==> config.mk <==
export PLATFORM = sky130hd
export DESIGN_NAME = word_xor_arbiter
export DESIGN_NICKNAME = d
export VERILOG_FILES = /design/src/rtl/word_ctl_pkg.sv /design/src/rtl/rr_arbiter.sv /design/src/rtl/word_xor_arbiter.sv
export SDC_FILE = /design/constraint.sdc
export NUM_CORES = 1
export LEC_CHECK = 0
export ABC_AREA = 1
export CAP_MARGIN = 20
export CELL_PAD_IN_SITES_DETAIL_PLACEMENT = 1
export CELL_PAD_IN_SITES_GLOBAL_PLACEMENT = 1
export CORE_ASPECT_RATIO = 0.9
export CORE_UTILIZATION = 33
export CTS_CLUSTER_SIZE = 20
export DETAILED_ROUTE_END_ITERATION = 8
export MAX_ROUTING_LAYER = met4
export PLACE_DENSITY = 0.94
export SYNTH_ARGS = -nofsm -noshare
export SYNTH_HDL_FRONTEND = slang
export SYNTH_HIERARCHICAL = 1
export SYNTH_SLANG_ARGS = --single-unit
==> constraint.sdc <==
create_clock -name clk -period 4.16 [get_ports clk]
set_input_delay 0.416 -clock clk [delete_from_list [all_inputs] [get_ports clk]]
set_output_delay 0.416 -clock clk [all_outputs]
set_load 0.01 [all_outputs]
==> src/rtl/word_ctl_pkg.sv <==
// Shared definitions for the word XOR arbiter.
//   - Word widths and the default mask value loaded at reset.
//   - rslt_state_t : state of the one-entry result register.
//   - word_op()    : the shared datapath function, {8'h00, d} ^ m.
package word_ctl_pkg;

    localparam int          WORD_IN_W        = 8;
    localparam int          WORD_OUT_W       = 16;
    localparam logic [15:0] MASK_RST_DEFAULT = 16'h0001;

    typedef enum logic {
        EMPTY = 1'b0,
        FULL  = 1'b1
    } rslt_state_t;

    // Zero-extend the input word, then XOR with the full 16-bit mask.
    // The upper byte of the result is therefore the mask's upper byte.
    function automatic logic [WORD_OUT_W-1:0] word_op(
        input logic [WORD_IN_W-1:0]  d,
        input logic [WORD_OUT_W-1:0] m
    );
        return {{(WORD_OUT_W-WORD_IN_W){1'b0}}, d} ^ m;
    endfunction

endpackage

==> src/rtl/rr_arbiter.sv <==
// Combinational round-robin arbiter.
//   req      in   NREQ  request vector
//   pointer  in   IDW   highest-priority position for this cycle
//   en       in   1     allow a grant this cycle
//   grant    out  NREQ  one-hot grant (all zero when en=0 or no request)
//   grant_idx out IDW   index of the granted requester
//   any      out  1     a grant was issued
// The pointer register itself lives in the parent.
module rr_arbiter #(
    parameter int NREQ = 4,
    parameter int IDW  = $clog2(NREQ)
) (
    input  logic [NREQ-1:0] req,
    input  logic [IDW-1:0]  pointer,
    input  logic            en,
    output logic [NREQ-1:0] grant,
    output logic [IDW-1:0]  grant_idx,
    output logic            any
);

    logic [2*NREQ-1:0] req_dbl;
    logic [NREQ-1:0]   rot;
    logic [IDW-1:0]    offset;
    logic [IDW:0]      idx_sum;
    logic              found;

    always_comb begin
        // NOTE: every output of a combinational block gets a default first,
        // so no path through the block leaves a value held (no latch).
        req_dbl = '0;
        rot     = '0;
        offset  = '0;
        found   = 1'b0;
        idx_sum = '0;
        grant   = '0;

        // Rotate the request vector so that bit 0 is the pointer position;
        // doubling the vector makes the wrap-around free.
        req_dbl = {req, req} >> pointer;
        rot     = req_dbl[NREQ-1:0];

        for (int off = 0; off < NREQ; off++) begin
            if (!found && rot[off]) begin
                found  = 1'b1;
                offset = IDW'(off);
            end
        end

        // Map the rotated offset back to an absolute index, modulo NREQ.
        idx_sum = {1'b0, pointer} + {1'b0, offset};
        if (idx_sum >= (IDW+1)'(NREQ)) begin
            idx_sum = idx_sum - (IDW+1)'(NREQ);
        end

        any       = en && found;
        grant_idx = idx_sum[IDW-1:0];

        for (int i = 0; i < NREQ; i++) begin
            grant[i] = any && (grant_idx == IDW'(i));
        end
    end

endmodule

==> src/rtl/word_xor_arbiter.sv <==
// Shares one resize/XOR datapath between NREQ requesters.
//   clk, rst       system clock; synchronous active-high reset
//   req_valid      per-requester valid
//   req_data       per-requester 8-bit word, requester i at [8*i+7:8*i]
//   req_ready      one-hot grant (combinational)
//   rsp_valid      result register holds a result
//   rsp_ready      downstream accepts the result
//   rsp_data       {8'h00, word} ^ mask
//   rsp_id         index of the requester that produced rsp_data
//   cfg_we         mask write strobe
//   cfg_mask       new mask value
//   op_count       number of accepted requests (wraps)
module word_xor_arbiter
    import word_ctl_pkg::*;
#(
    parameter int          NREQ     = 4,
    parameter int          IDW      = $clog2(NREQ),
    parameter logic [15:0] MASK_RST = MASK_RST_DEFAULT
) (
    input  logic                   clk,
    input  logic                   rst,
    input  logic [NREQ-1:0]        req_valid,
    input  logic [NREQ*8-1:0]      req_data,
    output logic [NREQ-1:0]        req_ready,
    output logic                   rsp_valid,
    input  logic                   rsp_ready,
    output logic [WORD_OUT_W-1:0]  rsp_data,
    output logic [IDW-1:0]         rsp_id,
    input  logic                   cfg_we,
    input  logic [WORD_OUT_W-1:0]  cfg_mask,
    output logic [15:0]            op_count
);

    rslt_state_t           state, state_nxt;
    logic [IDW-1:0]        pointer;
    logic [WORD_OUT_W-1:0] mask;
    logic                  accept;
    logic                  grant_en;
    logic [NREQ-1:0]       grant;
    logic [IDW-1:0]        grant_idx;
    logic                  any;
    logic [WORD_IN_W-1:0]  sel_word;

    // The register can take a new result when empty, or when the held
    // result retires in this same edge (no bubble).
    assign accept   = (state == EMPTY) || rsp_ready;
    assign grant_en = accept && !rst;

    rr_arbiter #(
        .NREQ (NREQ),
        .IDW  (IDW)
    ) u_arb (
        .req       (req_valid),
        .pointer   (pointer),
        .en        (grant_en),
        .grant     (grant),
        .grant_idx (grant_idx),
        .any       (any)
    );

    assign req_ready = grant;

    // Select the granted word with a one-hot mux so the grant logic never
    // looks at req_data.
    always_comb begin
        sel_word = '0;
        for (int i = 0; i < NREQ; i++) begin
            if (grant[i]) begin
                sel_word = req_data[i*8 +: 8];
            end
        end
    end

    // Result-register FSM: next state and outputs.
    always_comb begin
        state_nxt = state;
        rsp_valid = (state == FULL);
        if (any) begin
            state_nxt = FULL;
        end else if ((state == FULL) && rsp_ready) begin
            state_nxt = EMPTY;
        end
    end

    // NOTE: all clocked state uses non-blocking assignments so every
    // register samples values from before the edge.
    always_ff @(posedge clk) begin
        if (rst) begin
            state <= EMPTY;
        end else begin
            state <= state_nxt;
        end
    end

    // Datapath registers. The grant in this cycle reads the current mask,
    // so a same-cycle mask write only affects later grants.
    always_ff @(posedge clk) begin
        if (rst) begin
            rsp_data <= '0;
            rsp_id   <= '0;
            op_count <= '0;
            mask     <= MASK_RST;
            pointer  <= '0;
        end else begin
            if (cfg_we) begin
                mask <= cfg_mask;
            end
            if (any) begin
                rsp_data <= word_op(sel_word, mask);
                rsp_id   <= grant_idx;
                op_count <= op_count + 16'd1;
                pointer  <= (grant_idx == IDW'(NREQ-1)) ? '0 : grant_idx + IDW'(1);
            end
        end
    end

endmodule

==> summary.txt <==
Run status
  • Outcome: completed

Clock tree
  • TritonCTS clock tree: yes
  • Root Driver: clkbuf_8
  • Hold-fix buffers, CTS: 0
  • Clock transition at path regs: 100 ps
  • Total CTS buffers: 5
  • Post-CTS Setup Bufs: 0
  • Clock Latency Late Sink: 300 ps
  • CTS sink cnt: 53
  • Clock buffer depth: 2
  • H-tree depth: 2
  • Post-CTS sizing: 0

Layout
  • # diodes: 0
  • Most frequent cells in the layout: nor2_1 (97), clkdlybuf4s50_1 (94), nand2_1 (77)
  • Share of layout cells above drive strength 1: 8.130%
  • Fin cells: 588
  • Most common cell after layout, fill and taps aside: nor2_1
  • Filler Cells Inserted: 993
  • Layout area overhead: 43.04%
  • Finished Cell Area: 0.003830 mm^2
  • # nets final: 550

Setup path
  • Startpoint types: primary input
  • Largest fanout on the critical path: 4
  • CP required: 3740 ps
  • Slowest Stage Delay on Critical Path: 560 ps
  • Critical-path top delay cell: clkdlybuf4s50_1
  • Worst setup EP type: primary output
  • Worst r2r src: pointer[0]
  • CP Cell Sequence: clkdlybuf4s50_1 -> nand2_1 -> nand3_1 -> nand2_1 -> nand3_1 -> a21boi_0 -> ha_1 -> xor2_1 -> nand3b_2 -> nand2_2 -> nor2_1 -> clkdlybuf4s50_1
  • Crit Path Class: in -> out
  • Crit path DAT: 2970 ps
  • Crit path launch: req_valid[3]

Power
  • Leakage power figure: 1.601 nW
  • PD cells: 485.5 mW/mm^2
  • Maximum vdd drop: 168.5 uV

Worst hold path
  • Hold crit path type: reg -> reg
  • Worst hold start: op_count[10]

Placement
  • Area of placed instances: 0.003704 mm^2
  • GP Congestion: 0.8190
  • Post-DP HPWL: 6.474 mm
  • I/O Buffers: 94
  • Placed cells: 579
  • Setup WS pre-CTS: 812.0 ps

Route
  • Via density: 4.974
  • Routed WL per cell: 14.24 um
  • Routed Antenna Nets: 0
  • Final wirelength: 8.376 mm
  • DRC Markers: 0
  • DRT Pass-1 Iters: 4
  • Via count: 2925
  • DRT iter0 DRCs: 94

Die
  • Initial Util: 34.80%
  • Die area: 0.008479 mm^2
  • Num ports: 95
  • Die height: 87.46 um
  • CORE AREA: 0.007695 mm^2
  • Die width: 96.95 um
  • # rows: 30

Timing
  • Pins over their slew limit: 0
  • # setup viols final: 0
  • Final Hold Fails: 0
  • PnR worst setup slack: 770.9 ps
  • Slew of the pin with the lowest slew margin: 565.8 ps
  • Setup TNS after final layout: 0 ps
  • Slew headroom: 62.16%
  • RSZ-0062 raised after global routing: no
  • Period utilization: 81.47%
  • Setup Skew: 17.27 ps
  • Fmax: 0.2951 GHz
  • Minimum clock period: 3389 ps

Global routing
  • Vias in the first global route: 2984
  • Aggregate global routing overflow: 0
  • Largest net degree at the start of global routing: 45
  • First-pass GRT wire length: 13.76 mm
  • GR Util All Layers: 20.45%
  • Initial antenna violation count: 0

Yosys
  • Synth Flop Type: dfxtp_1
  • Synth warn: 6
  • Share of flip-flops with an asynchronous set or reset: 0%
  • EDFF count, synth: 0
  • Sequential area share after synthesis: 39.63%
  • Synthesis-stage register bit count: 53
  • Avg Cell Area, Syn: 6.694 um^2
  • Gate Count Post-Synth: 400
  • Mapped cell area: 0.002678 mm^2
  • Synth cell types: 32
  • Synthesized net count: 459

Run
  • Max Cap Viol: 0
worst max-delay path: cells and delay by family:
family | cells | cell delay (ps)
buffers and inverters | 2 | 1000
AOI/OAI and AO/OA | 1 | 180
adders and majority gates | 1 | 190
xor gates and xnor gates | 1 | 300
and+or+nand+nor | 7 | 890
cell families after synthesis:
| logic type | after synthesis | share of synthesized area [%] |
|---|---|---|
| buffers and inverters | 42 | 6.449 |
| XOR/XNOR | 2 | 0.6543 |
| AND/OR/NAND/NOR | 225 | 37.15 |
| AO/OA/AOI/OAI | 75 | 14.72 |
| adder cells (fa/ha/maj) | 3 | 1.402 |
| flip-flops | 53 | 39.63 |
synth_stat cells (2+ instances only):
| cell type | count | area (um^2) |
|---|---|---|
| a21oi_1 | 32 | 160.2 |
| nor2_4 | 2 | 22.52 |
| dfxtp_1 | 53 | 1061 |
| clkinv_1 | 2 | 7.510 |
| inv_2 | 5 | 18.77 |
| nand2_1 | 77 | 289.0 |
| o21ai_0 | 38 | 190.2 |
| inv_1 | 18 | 67.56 |
| nand3_1 | 26 | 130.1 |
| nand2_2 | 7 | 43.79 |
| buf_2 | 4 | 20.02 |
| clkbuf_1 | 10 | 37.54 |
| nor2_1 | 97 | 364.1 |
| ha_1 | 3 | 37.54 |
| nand4_1 | 3 | 18.77 |
| o21a_1 | 2 | 15.01 |
| nor2_2 | 4 | 25.02 |
| nor3_1 | 3 | 15.01 |
layer usage:
metal / track usage, % / up-vias / wire length, um
met3: 3.772 / 11 / 334
met2: 37.39 / 56 / 4223
met1: 23.30 / 1388 / 3728
met5: - / - / 0
li1: - / 1470 / -
met4: 4.885 / 0 / 89
metrics by stage:
stage | utilization, % | hold WS [ps] | power, W
2_1_floorplan | - | 449.0 | 0.001211
3_3_place_gp | 48.13 | 458.8 | 0.001507
3_5_place_dp | 48.13 | 469.3 | 0.001558
4_1_cts | 49.41 | 485.4 | 0.001876
5_1_grt | 49.77 | 516.9 | 0.002014
6_report | 49.77 | 479.9 | 0.001859
final cells by class:
class | count | area, um^2 | area share (%)
inverters | 26 | 100.1 | 2.614
flip-flops and latches | 53 | 1061 | 27.70
clock buffers | 6 | 82.58 | 2.156
repair buffers | 100 | 1006 | 26.27
multi-input cells | 305 | 1444 | 37.70
clock inverters | 2 | 16.27 | 0.4247
well taps | 96 | 120.1 | 3.136
flip-flops by register name, indices dropped and copies added, names as in the netlist:
register and cells:
mask 16, op_count 16, rsp_data 16, pointer 2, rsp_id 2, rsp_valid 1
path summary, 6_finish.rpt:
| path | end | slack [ps] | cells after the start |
|---|---|---|---|
| setup / recovery | req_ready[1] | 770 | 12 |
| hold / removal | op_count[10] | 480 | 2 |
| setup reg to reg | rsp_data[3] | 1200 | 20 |
| hold reg to reg | op_count[10] | 480 | 2 |
power by group:
group / internal, W / switching [W]
registers: 0.000569 / 0.0000513
clock network: 0.000137 / 0.000177
logic: 0.000388 / 0.000537
Note: power is estimated with default switching activity, not from simulation.
